## config.mk

```make
export PLATFORM = sky130hd
export DESIGN_NAME = txll_fsm
export DESIGN_NICKNAME = d
export VERILOG_FILES = /design/src/rtl/txll_fsm_pkg.sv /design/src/rtl/txll_fsm_wdog.sv /design/src/rtl/txll_fsm.sv
export SDC_FILE = /design/constraint.sdc
export NUM_CORES = 1
export LEC_CHECK = 0
export BUFFER_PORTS_ARGS = -buffer_cell sky130_fd_sc_hd__buf_2
export CAP_MARGIN = 20
export CELL_PAD_IN_SITES_DETAIL_PLACEMENT = 1
export CELL_PAD_IN_SITES_GLOBAL_PLACEMENT = 1
export CORE_MARGIN = 2
export CORE_UTILIZATION = 36
export DETAILED_ROUTE_END_ITERATION = 8
export PLACE_DENSITY_LB_ADDON = 0.1
export SLEW_MARGIN = 30
export SYNTH_ARGS = -nofsm -noshare
export SYNTH_HDL_FRONTEND = slang
export SYNTH_SLANG_ARGS = --single-unit
```

## constraint.sdc

```tcl
create_clock -name sys_clk -period 5.1 [get_ports sys_clk]
set_input_delay 0.765 -clock sys_clk [delete_from_list [all_inputs] [get_ports sys_clk]]
set_output_delay 0.765 -clock sys_clk [all_outputs]
set_load 0.02 [all_outputs]
```

## src/rtl/txll_fsm_pkg.sv

```systemverilog
// Shared definitions for the TX link-layer FIFO writer.
//   state_t    : FSM encoding, also exported on txll2dbg[27:26]
//   *_BIT      : flag positions inside the 36-bit TX FIFO word
//   pack_word  : builds one TX FIFO word from data and flags
package txll_fsm_pkg;

  typedef enum logic [1:0] {
    ST_IDLE  = 2'd0,
    ST_DATA  = 2'd1,
    ST_ABORT = 2'd2,
    ST_DONE  = 2'd3
  } state_t;

  localparam int SOF_BIT = 32;
  localparam int EOF_BIT = 33;
  localparam int ABT_BIT = 34;

  localparam int C_MAX_DW_DEF  = 2048;
  localparam int C_TIMEOUT_DEF = 1024;

  function automatic logic [35:0] pack_word(input logic [31:0] data,
                                            input logic        sof,
                                            input logic        eof,
                                            input logic        abt);
    logic [35:0] w;
    w          = '0;
    w[31:0]    = data;
    w[SOF_BIT] = sof;
    w[EOF_BIT] = eof;
    w[ABT_BIT] = abt;
    return w;
  endfunction

endpackage

```

## src/rtl/txll_fsm_wdog.sv

```systemverilog
// Payload idle watchdog.
//   sys_clk, sys_rst_n : clock, synchronous active-low reset
//   clr                : restart the idle count (beat seen or not in DATA)
//   en                 : count this cycle as idle
//   expire             : idle count has reached C_TIMEOUT-1
module txll_fsm_wdog #(
  parameter int C_TIMEOUT = 1024
) (
  input  logic sys_clk,
  input  logic sys_rst_n,
  input  logic clr,
  input  logic en,
  output logic expire
);

  localparam int W = $clog2(C_TIMEOUT) + 1;

  logic [W-1:0] idle_q;

  // Counter saturates at the expire value so it never wraps back to zero.
  always_ff @(posedge sys_clk) begin
    if (!sys_rst_n) begin
      idle_q <= '0;
    end else if (clr) begin
      idle_q <= '0;
    end else if (en && !expire) begin
      idle_q <= idle_q + W'(1);
    end
  end

  assign expire = (idle_q == W'(C_TIMEOUT - 1));

endmodule

```

## src/rtl/txll_fsm.sv

```systemverilog
// Transmit link-layer FIFO writer: frames a FIS header plus txdma payload
// dwords into the 36-bit TX FIFO (sof/eof/abort flags), with backpressure,
// idle-timeout abort and sticky violation flags.
//   sys_clk, sys_rst_n          : clock, synchronous active-low reset
//   port2txll_*  / txll2port_*  : FIS request (hdr, len) and ack/done/err pulses
//   txdma2txll_* / txll2txdma_* : payload dwords in, backpressure out
//   wr_*                        : TX FIFO write side (registered wr_en/wr_di)
//   wr_eof_rdy                  : pulse once the EOF dword has been written
//   txll2dbg                    : {af, full, ovf, fullwr, state, wr_count, cnt}
module txll_fsm
  import txll_fsm_pkg::*;
#(
  parameter int C_MAX_DW  = C_MAX_DW_DEF,
  parameter int C_CNT_W   = 12,
  parameter int C_TIMEOUT = C_TIMEOUT_DEF
) (
  input  logic               sys_clk,
  input  logic               sys_rst_n,
  input  logic               port2txll_req,
  input  logic [31:0]        port2txll_fis_hdr,
  input  logic [C_CNT_W-1:0] port2txll_len,
  output logic               txll2port_ack,
  output logic               txll2port_done,
  output logic               txll2port_err,
  input  logic               txdma2txll_wr_en,
  input  logic [31:0]        txdma2txll_wr_di,
  output logic               txll2txdma_wr_full,
  output logic               wr_clk,
  output logic               wr_en,
  output logic [35:0]        wr_di,
  input  logic               wr_full,
  input  logic               wr_almost_full,
  input  logic [9:0]         wr_count,
  output logic               wr_eof_rdy,
  output logic [31:0]        txll2dbg
);

  state_t             state_q, state_d;
  logic [C_CNT_W-1:0] cnt_q, cnt_d;
  logic               ovf_q, fullwr_q;
  logic               wr_en_p1, wr_en_d;
  logic [35:0]        wr_di_p1, wr_di_d;
  logic               ack_p1, ack_d;
  logic               done_p1, done_d;
  logic               err_p1, err_d;
  logic               beat;
  logic               expire;

  assign wr_clk = sys_clk;

  // Backpressure tracks the FIFO threshold only while payload is expected.
  assign txll2txdma_wr_full = (state_q == ST_DATA) ? wr_almost_full : 1'b1;
  assign beat = (state_q == ST_DATA) && txdma2txll_wr_en && !wr_almost_full;

  txll_fsm_wdog #(
    .C_TIMEOUT (C_TIMEOUT)
  ) u_wdog (
    .sys_clk   (sys_clk),
    .sys_rst_n (sys_rst_n),
    .clr       (beat || (state_q != ST_DATA)),
    .en        (state_q == ST_DATA),
    .expire    (expire)
  );

  always_comb begin
    state_d = state_q;
    cnt_d   = cnt_q;
    wr_en_d = 1'b0;
    wr_di_d = wr_di_p1;
    ack_d   = 1'b0;
    err_d   = 1'b0;
    done_d  = 1'b0;
    unique case (state_q)
      ST_IDLE: begin
        if (port2txll_req && !wr_almost_full) begin
          if (port2txll_len > C_CNT_W'(C_MAX_DW)) begin
            err_d = 1'b1;
          end else begin
            wr_en_d = 1'b1;
            wr_di_d = pack_word(port2txll_fis_hdr, 1'b1, (port2txll_len == '0), 1'b0);
            ack_d   = 1'b1;
            cnt_d   = port2txll_len;
            state_d = (port2txll_len == '0) ? ST_DONE : ST_DATA;
          end
        end
      end
      ST_DATA: begin
        if (beat) begin
          wr_en_d = 1'b1;
          wr_di_d = pack_word(txdma2txll_wr_di, 1'b0, (cnt_q == C_CNT_W'(1)), 1'b0);
          cnt_d   = cnt_q - C_CNT_W'(1);
          if (cnt_q == C_CNT_W'(1)) state_d = ST_DONE;
        end else if (expire) begin
          state_d = ST_ABORT;
        end
      end
      ST_ABORT: begin
        if (!wr_almost_full) begin
          wr_en_d = 1'b1;
          wr_di_d = pack_word(32'h0, 1'b0, 1'b1, 1'b1);
          err_d   = 1'b1;
          state_d = ST_IDLE;
        end
      end
      ST_DONE: begin
        // The EOF dword is on wr_en during this state, so the registered
        // done pulse lands one cycle after it.
        done_d  = 1'b1;
        state_d = ST_IDLE;
      end
      default: state_d = ST_IDLE;
    endcase
  end

  // ---- output register stage (p1) ----
  always_ff @(posedge sys_clk) begin
    if (!sys_rst_n) begin
      state_q  <= ST_IDLE;
      cnt_q    <= '0;
      ovf_q    <= 1'b0;
      fullwr_q <= 1'b0;
      wr_en_p1 <= 1'b0;
      wr_di_p1 <= '0;
      ack_p1   <= 1'b0;
      done_p1  <= 1'b0;
      err_p1   <= 1'b0;
    end else begin
      state_q  <= state_d;
      cnt_q    <= cnt_d;
      ovf_q    <= ovf_q | (txdma2txll_wr_en & txll2txdma_wr_full);
      fullwr_q <= fullwr_q | (wr_en_p1 & wr_full);
      wr_en_p1 <= wr_en_d;
      wr_di_p1 <= wr_di_d;
      ack_p1   <= ack_d;
      done_p1  <= done_d;
      err_p1   <= err_d;
    end
  end

  assign wr_en          = wr_en_p1;
  assign wr_di          = wr_di_p1;
  assign txll2port_ack  = ack_p1;
  assign txll2port_done = done_p1;
  assign txll2port_err  = err_p1;
  assign wr_eof_rdy     = done_p1;

  always_comb begin
    txll2dbg                = '0;
    txll2dbg[31]            = wr_almost_full;
    txll2dbg[30]            = wr_full;
    txll2dbg[29]            = ovf_q;
    txll2dbg[28]            = fullwr_q;
    txll2dbg[27:26]         = state_q;
    txll2dbg[25:16]         = wr_count;
    txll2dbg[C_CNT_W-1:0]   = cnt_q;
  end

endmodule

```

==> impl_metrics.py <==
metrics = {
    "clocking": {
        "insertion_delay_ns": 0.47,
        "cts_resized": 0,
        "cts_tree": "yes",
        "clkSlewWorstSetupHoldPaths_ns": 0.08,
        "cts_setup_buffers": 0,
        "postCtsHoldBufs": 0,
    },
    "final_layout": {
        "final_common_cell": "buf_2",
        "instances_no_fill": 689,
        "drive_gt1_frac": 0.308,
        "antenna_cells": 0,
        "nets": 652,
        "syn_to_final_growth_pct": 24.5,
        "final_cell_mix": "buf_2, dfxtp_1, nand2_1, nor2b_1, a21oi_1",
    },
    "placement": {
        "place_congestion": 0.776,
        "io_buffers": 141,
        "dp.cells": 670,
        "place_hpwl_um": 7360,
    },
    "worst_setup_path": {
        "crit_required_ns": 4.34,
        "r2r-start": "state_q[1]",
        "cpPeakStageDelay_ns": 0.15,
        "crit_cells": 3,
        "startpoint": "sys_clk",
        "crit_family": "buffers and inverters",
        "r2r_slack_ns": 2.20,
        "arrival_ns": 2.92,
        "crit_top_cell": "clkbuf_8",
        "end_kind": "output port",
        "cp-endpoint": "wr_clk",
        "critical_path_class": "clk2out",
        "crit_buf_inv": 3,
        "worstSetupStartpointType": "clock port",
        "cp_slowest_cell": "buf_2",
        "r2r-end": "cnt_q[3]",
        "critPathMaxFanout": 2,
        "worstPathCellList": "clkbuf_8 -> clkbuf_8 -> buf_2",
        "reg2regPathDepth": 8,
    },
    "grt": {
        "busiest_layer": "met2",
        "grtUsageMet1": 0.223,
        "antenna_found_initial": 0,
        "use_met3": 0.0549,
        "grt_pass1_vias": 3510,
        "met2_usage": 0.321,
        "grt_max_degree": 58,
        "grt_pass1_wl_um": 16900,
        "grt_usage": 0.189,
        "grt-ovfl-total": 0,
    },
    "sta": {
        "finalClockSkew_ns": 0.0184,
        "setup_viol": 0,
        "slew_headroom": 0.356,
        "rsz0062_at_grt": "false",
        "tightest_slew_ns": 0.962,
        "slew_violations": 0,
        "finalHoldViolCount": 0,
        "finalSetupTns_ns": 0,
    },
    "die": {
        "die_w_um": 105,
        "die-height_um": 105,
        "start_util": 0.374,
        "rows": 36,
        "core_um2": 9820,
        "pin_count": 167,
        "dieArea_um2": 11000,
    },
    "detailed_routing": {
        "vias": 3585,
        "drt_first_pass_iters": 4,
        "routedWlPerCell_um": 15.1,
        "drt_iter0_drc": 119,
        "final_antenna_net_count": 0,
        "via_per_inst": 5.20,
        "route.detailed.drc": 0,
        "drt-total-wl_um": 10400,
    },
    "power": {
        "seqPwrFrac": 0.281,
        "power_density_nw_per_um2": 638,
        "cell_internal_pwr_mw": 1.58,
        "power.leakage_nw": 2.34,
        "ir_drop_v": 0.000220,
        "clkPwrFrac": 0.202,
        "switching_power_mw": 1.33,
        "p_comb_frac": 0.517,
        "sw_frac_of_total": 0.457,
    },
    "synthesis": {
        "synth_seq_cells": 66,
        "syn_area_um2": 3670,
        "syn_area_per_cell_um2": 8.38,
        "ys.flop_type": "dfxtp_1",
        "synth_edf_count": 0,
        "postSynthCellCount": 438,
        "ys_seq_area_frac": 0.360,
        "async_flop_share": 0,
        "yosysWarningCount": 0,
        "synthDistinctLibCells": 46,
    },
    "min_path": {
        "hold_start": "wr_di[33]",
        "hp-class": "reg2reg",
    },
    "flow_run": {
        "drv_cap": 0,
    },
    "outcome": {
        "status": "finished, final reports clean",
    },
}
-- worst reg2reg max path, stage by stage, from the launching register on --
cell      delay [ns]
dfxtp_1         0.38
inv_1           0.12
ha_1            0.15
buf_4           0.31
nand2b_1        0.15
nor2_1          0.75
o22ai_2         0.42
or2_2           0.41
a21boi_0        0.15
-- cell usage after synthesis (all sizes together), types with 10 or more instances --
| cell | instances | share of area |
|---|---|---|
| dfxtp | 66 | 0.36 |
| nand2 | 45 | 0.046 |
| nor2b | 41 | 0.070 |
| a21oi | 40 | 0.055 |
| o211a | 35 | 0.095 |
| buf | 30 | 0.063 |
| clkbuf | 20 | 0.020 |
| nor2 | 16 | 0.016 |
| o21ai | 15 | 0.020 |
| nand2b | 14 | 0.024 |
| a21boi | 11 | 0.022 |
| nand3 | 11 | 0.015 |
| a21o | 10 | 0.020 |
-- cells by family (layout without fill, tap and decap cells) --
| family | count (synthesis) | after routing | share of synthesized area |
|---|---|---|---|
| other | 1 | 5 | 0.00102 |
| XOR/XNOR | 9 | 9 | 0.0215 |
| AO/OA/AOI/OAI | 130 | 130 | 0.252 |
| adder cells (fa/ha/maj) | 9 | 9 | 0.0307 |
| multiplexers | 3 | 3 | 0.00818 |
| flip-flops | 66 | 66 | 0.360 |
| buffers and inverters | 59 | 173 | 0.0923 |
| AND/OR/NAND/NOR | 161 | 161 | 0.235 |
-- power groups by stage --
stage          Sequential, mW  Clock, mW  Combinational [mW]
3_3_place_gp            0.818     0.0183                1.48
6_report                0.820      0.589                1.51
3_5_place_dp            0.826     0.0183                1.51
4_1_cts                 0.818      0.601                1.52
2_1_floorplan            1.03     0.0229               0.912
5_1_grt                 0.847      0.630                1.68
-- how the worst min path moves through the flow --
stage | to | slack (ns) | depth (start not counted)
after global placement | wr_di[33] | 0.46 | 2
after floorplan | u_wdog.idle_q[10] | 0.45 | 1
final | wr_di[33] | 0.47 | 2
after global routing | wr_di[33] | 0.50 | 2
after detailed placement | wr_di[33] | 0.47 | 2
after CTS | wr_di[33] | 0.48 | 2
-- flip-flops by register name, indices dropped and copies added (netlist names), 2 cells and up --
register / cells
cnt_q: 12
state_q: 2
u_wdog.idle_q: 11
wr_di: 35
-- final cells by class --
class	instances	area, um^2
multi-input combinational	317	2050
tap	133	166
sequential	66	1320
clock inverter	7	100
clock buffer	13	170
fill	1261	5250
inverter	9	33.8
timing repair buffer	144	733
-- metrics by stage --
stage               instance area (um^2)  power (mW)  worst slack [ns]   util  hold WS [ns]
global placement                    4280        2.32              1.65  0.436         0.461
detailed placement                  4290        2.36              1.65  0.437         0.466
finish                              4570        2.92              1.42  0.466         0.469
global route                        4570        3.16              1.41  0.466         0.499
CTS                                 4560        2.94              1.41  0.464         0.478
floorplan                           3690        1.96              1.65      -         0.449
-- routing by layer --
| metal | vias to the layer above | share of wire |
|---|---|---|
| met4 | 0 | 0.019 |
| met2 | 108 | 0.49 |
| li1 | 1738 | - |
| met1 | 1720 | 0.43 |
| met5 | - | 0 |
| met3 | 19 | 0.062 |
No activity file was read; power rests on OpenSTA's default activity.
